File: src/rtl/cska_pipe_addsub.sv
// cska_pipe_addsub: pipelined carry-skip adder/subtractor with valid/ready handshake.
// Latency: result presented STAGES-1 edges after the accepting edge (final stage is the output register).
// Backpressure: global stall, all stages hold while out_valid & !out_ready; in_ready = adv & !rst.
//
// Ports:
//   clk, rst                 rising-edge clock, synchronous active-high reset
//   in_valid/in_ready        operand handshake (a, b, cin, sub)
//   out_valid/out_ready      result handshake (sum, cout, ovf, zero)
//   op_count                 number of delivered results, wraps modulo 2^CNT_W
//
// Each stage handles BPS carry-skip blocks. Operand bits not yet consumed are
// carried forward with the item, and lower sum bits already produced travel
// alongside, so the final stage holds the complete result.
module cska_pipe_addsub #(
  parameter int N          = 32,
  parameter int BLOCK_SIZE = 4,
  parameter int STAGES     = 4,
  parameter int CNT_W      = 32
) (
  input  logic             clk,
  input  logic             rst,
  input  logic             in_valid,
  output logic             in_ready,
  input  logic [N-1:0]     a,
  input  logic [N-1:0]     b,
  input  logic             cin,
  input  logic             sub,
  output logic             out_valid,
  input  logic             out_ready,
  output logic [N-1:0]     sum,
  output logic             cout,
  output logic             ovf,
  output logic             zero,
  output logic [CNT_W-1:0] op_count
);

  localparam int NBLK = N / BLOCK_SIZE;
  localparam int BPS  = (STAGES > 0) ? (NBLK / STAGES) : 1;
  localparam int W    = BPS * BLOCK_SIZE;

  if ((N % BLOCK_SIZE) != 0 || STAGES < 1 || STAGES > NBLK || (NBLK % STAGES) != 0) begin : g_bad_params
    $error("cska_pipe_addsub: illegal N/BLOCK_SIZE/STAGES combination");
  end

  logic         adv;
  logic [N-1:0] b_eff;
  logic         c0;

  // Subtraction is a + ~b + 1; cin acts as a borrow-in, hence the XOR.
  assign b_eff    = sub ? ~b : b;
  assign c0       = cin ^ sub;
  assign adv      = !out_valid | out_ready;
  assign in_ready = adv & !rst;

  for (genvar k = 0; k < STAGES; k++) begin : g_stg
    localparam int LO = k * W;   // lowest bit handled by this stage
    localparam int HI = LO + W;  // first bit above this stage

    logic [N-1:LO] a_in;
    logic [N-1:LO] b_in;
    logic          c_in;
    logic          v_in;
    logic [W-1:0]  s_blk;
    logic          c_out;
    logic [HI-1:0] s_full;

    logic          v_r;
    logic          c_r;
    logic [HI-1:0] s_r;

    if (k == 0) begin : g_src
      assign a_in   = a;
      assign b_in   = b_eff;
      assign c_in   = c0;
      assign v_in   = in_valid & in_ready;
      assign s_full = s_blk;
    end else begin : g_src
      assign a_in   = g_stg[k-1].g_up.a_r;
      assign b_in   = g_stg[k-1].g_up.b_r;
      assign c_in   = g_stg[k-1].c_r;
      assign v_in   = g_stg[k-1].v_r;
      assign s_full = {s_blk, g_stg[k-1].s_r};
    end

    // Ripple inside each block; the block carry-out bypasses the ripple
    // chain when every bit of the block propagates.
    always_comb begin
      logic                  c;
      logic                  cb;
      logic [BLOCK_SIZE-1:0] p;
      s_blk = '0;
      c     = c_in;
      cb    = 1'b0;
      p     = '0;
      for (int j = 0; j < BPS; j++) begin
        cb = c;
        for (int i = 0; i < BLOCK_SIZE; i++) begin
          p[i]                     = a_in[LO + j*BLOCK_SIZE + i] ^ b_in[LO + j*BLOCK_SIZE + i];
          s_blk[j*BLOCK_SIZE + i]  = p[i] ^ cb;
          cb = (a_in[LO + j*BLOCK_SIZE + i] & b_in[LO + j*BLOCK_SIZE + i]) | (p[i] & cb);
        end
        c = (&p) ? c : cb;
      end
      c_out = c;
    end

    always_ff @(posedge clk) begin
      if (rst) begin
        v_r <= 1'b0;
        c_r <= 1'b0;
        s_r <= '0;
      end else if (adv) begin
        v_r <= v_in;
        c_r <= c_out;
        s_r <= s_full;
      end
    end

    if (k < STAGES - 1) begin : g_up
      logic [N-1:HI] a_r;
      logic [N-1:HI] b_r;
      always_ff @(posedge clk) begin
        if (rst) begin
          a_r <= '0;
          b_r <= '0;
        end else if (adv) begin
          a_r <= a_in[N-1:HI];
          b_r <= b_in[N-1:HI];
        end
      end
    end else begin : g_fin
      logic ovf_r;
      logic zero_r;
      // Carry into the MSB is recovered as a^b^sum at that bit.
      always_ff @(posedge clk) begin
        if (rst) begin
          ovf_r  <= 1'b0;
          zero_r <= 1'b0;
        end else if (adv) begin
          ovf_r  <= a_in[N-1] ^ b_in[N-1] ^ s_blk[W-1] ^ c_out;
          zero_r <= (s_full == '0);
        end
      end
    end
  end

  assign out_valid = g_stg[STAGES-1].v_r;
  assign sum       = g_stg[STAGES-1].s_r;
  assign cout      = g_stg[STAGES-1].c_r;
  assign ovf       = g_stg[STAGES-1].g_fin.ovf_r;
  assign zero      = g_stg[STAGES-1].g_fin.zero_r;

  always_ff @(posedge clk) begin
    if (rst) begin
      op_count <= '0;
    end else if (out_valid && out_ready) begin
      op_count <= op_count + 1'b1;
    end
  end

endmodule

File: config.mk
export PLATFORM = sky130hd
export DESIGN_NAME = cska_pipe_addsub
export DESIGN_NICKNAME = d
export VERILOG_FILES = /design/src/rtl/cska_pipe_addsub.sv
export SDC_FILE = /design/constraint.sdc
export NUM_CORES = 1
export LEC_CHECK = 0
export BUFFER_PORTS_ARGS = -buffer_cell sky130_fd_sc_hd__buf_4
export CAP_MARGIN = 20
export CELL_PAD_IN_SITES_DETAIL_PLACEMENT = 0
export CELL_PAD_IN_SITES_GLOBAL_PLACEMENT = 1
export CORE_MARGIN = 1
export CORE_UTILIZATION = 43
export CTS_CLUSTER_DIAMETER = 120
export DETAILED_ROUTE_END_ITERATION = 10
export MAX_ROUTING_LAYER = met4
export PLACE_DENSITY_LB_ADDON = 0.3
export SLEW_MARGIN = 20
export SYNTH_ARGS = -nofsm -noshare
export SYNTH_HDL_FRONTEND = slang
export SYNTH_SLANG_ARGS = --single-unit
export TNS_END_PERCENT = 30
File: constraint.sdc
create_clock -name clk -period 6.9 [get_ports clk]
set_input_delay 0.345 -clock clk [delete_from_list [all_inputs] [get_ports clk]]
set_output_delay 0.345 -clock clk [all_outputs]
set_load 0.02 [all_outputs]
==> qor.csv <==
metric,value,unit
Die Wd,151,um
final setup TNS,0,ps
leakage,4.71,nW
Routed Antenna Nets,0,
worst vdd ir,0.134,mV
Period minus WS final,4840,ps
RSZ-0062 raised after global routing,no,
Compound-Gate Fraction of Synth Area,0.134,
status,finished clean,
final worst setup slack,2060,ps
Final Hold Vio Count,0,
worst setup path category,reg2reg,
Synthesized Nets,1257,
DR vias,7537,
Setup Skew,7.84,ps
# DRC,0,
mux share of post-synthesis cell area,0.00814,
final setup vio count,0,
f_max,0.206,GHz
layout net count,1351,
Starting Density,0.438,
WP data arrival,5260,ps
"Reg clk slew, reported paths",60,ps
placed cell count,1470,
warnings from Yosys,0,
crit-path leading delay family,adder cells,
Rows,54,
max-cap violation count,0,
Yosys top cell area share,0.458,
Yosys top cell by area,dfxtp_1,
H-tree Lvls,1,
Yosys reg bits,218,
Root Driver,clkbuf_16,
Synth Area in Simple Gates,0.199,
ys async rst share,0,
Core Footprint,21800,um2
Max-slew headroom,0.350,
fraction of the yosys area taken by sequential cells,0.458,
largest family of logic cells by synthesized area,simple AND/OR/NAND/NOR gates,
initial antenna violation count,0,
PD cells,252,nW/um2
share of layout cells above drive strength 1,0.161,
GRT Util Overall,0.197,
final WL,21400,um
Area growth syn-to-layout,20.1,%
clock sink count,218,
Worst Path Required,7310,ps
pin count of the biggest net entering global routing,105,
adder-cell share of the synthesized area,0.111,
Port Buffers,138,
Syn Inst Count,1122,
Main synth FF type,dfxtp_1,
Pins Over Slew Limit,0,
global-route wire length before repair,35200,um
hpwl dp,14500,um
crit-path most repeated cell,fa_1,
Crit Path Max Fanout,4,
slowest CP cell,fa_1,
CTS max path bufs,3,
total congestion overflow,0,
syn avg cell area,8.49,um2
Die Area,22800,um2
I/O pins,139,
cts bufs inserted,24,
DR pass1 iterations,4,
"Cell Area, Synth",9530,um2
worst slew pin tran,975,ps
critical path cell sequence,"inv_1, fa_1, inv_1, fa_1, fa_1, fa_1, mux2i_1, inv_1, fa_1, fa_1, fa_1, inv_1, fa_1, xnor2_1, or3_1, o311a_1, a311oi_1",
ANT cells,0,
DP Worst Slack,2020,ps
worst path bufs/invs,4,
worst-skew pair later-pin latency,510,ps
synth unique cells,41,
Avg WL per Cell,14.2,um
fin crit share,0.702,
1st-iter DRT viols,404,
die height,151,um
GPL Wtd Cong,0.785,
Non-Filler Instances,1513,
Area contributors post-synth,"dfxtp_1, nand2_1, a21oi_1, fa_1, ha_1",
xor and xnor area share after synthesis,0.0404,
post-DR vias/cell,4.98,
number of global-route vias before repair,7060,
fillers,2119,
HP Class,in2reg,
number of flops mapped to enable cells by yosys,0,
CP Capture Type,register,
post-cts resize count,0,
post-cts hold buffer count,0,
setup repair bufs after CTS,0,
CP peak stage delay,460,ps
CTS tree,built,
Startpoint Class,register,
sequential cells by signal (all words and copies together), names as in the netlist:
signal,cells
g_stg.g_up.a_r,48
g_stg.c_r,3
op_count,32
g_stg.g_up.b_r,48
out_valid,1
g_stg.v_r,3
cout,1
ovf,1
zero,1
sum,32
g_stg.s_r,48
through the flow:
stage	hold slack (ps)	power (W)	util	area (um2)
after floorplan	432	0.00157	-	9530
after CTS	71.1	0.00292	0.526	11400
after global placement	440	0.00168	0.490	10700
final	90.3	0.00289	0.526	11400
after global routing	63.1	0.00302	0.526	11400
after detailed placement	445	0.00168	0.490	10700
layout make-up:
type | count | area (um2) | area share
clock inverter | 7 | 43.8 | 0.00383
tap | 280 | 350 | 0.0306
sequential | 218 | 4360 | 0.381
clock buffer | 36 | 727 | 0.0635
inverter | 43 | 161 | 0.0141
multi-input combinational | 785 | 4710 | 0.412
timing repair buffer | 144 | 1080 | 0.0948
final timing paths:
check / cells after the start / slack (ps) / startpoint / endpoint
max: 17 / 2060 / g_stg[2].c_r / ovf
min: 3 / 90 / a[9] / g_stg[0].g_up.a_r[9]
max reg2reg: 17 / 2060 / g_stg[2].c_r / ovf
min reg2reg: 2 / 450 / sum[25] / sum[25]
cells in the mapped netlist, types with 2 or more instances:
cell type,n
nand2_1,302
nor3_1,5
a211oi_1,37
o211ai_1,4
clkbuf_8,2
a21oi_1,164
inv_1,43
and4_2,2
and3_1,2
mux2_2,6
xor2_1,15
nand4_1,19
and4_1,2
or3_1,9
clkbuf_1,62
or4_1,11
o41ai_1,2
dfxtp_1,218
ha_1,33
o31ai_1,9
buf_1,10
or4b_1,3
nand3_1,11
nor4_1,8
o21ai_0,9
nor2b_1,3
nor2_1,57
xnor2_1,29
fa_1,32
buf_2,2
worst min-delay path: stages:
cell     delay [ps]
buf_4           110
nand2_1          40
a21oi_1          50
routing by layer:
metal  up-vias  GRT usage  routed length, um
met4         0     0.0425                274
met2       122      0.294               9460
met5         -          -                  0
met1      3466      0.282              10900
met3        25     0.0277                798
li1       3924          -                  -
report_power, final:
group	total, W	internal, W	switching (W)
Combinational	0.000271	0.000123	0.000147
Sequential	0.00138	0.00133	0.0000497
Clock	0.00123	0.000727	0.000506
cells in the final DEF, fill, tap and decap left out, types with 11 or more instances in the layout:
master / instances
inv_1: 43
nor2_1: 57
or4_1: 11
xor2_1: 15
ha_1: 33
a21oi_1: 164
nand4_1: 19
fa_1: 32
nand3_1: 11
clkbuf_16: 25
dfxtp_1: 218
nand2_1: 302
buf_4: 143
a211oi_1: 37
xnor2_1: 29
cell families after synthesis:
| family | Yosys count |
|---|---|
| buffers and inverters | 119 |
| and+or+nand+nor | 442 |
| muxes | 7 |
| AOI/OAI and AO/OA | 227 |
| xor gates and xnor gates | 44 |
| adders and majority gates | 65 |
| DFF | 218 |
Power figures use the tool's default switching activity.
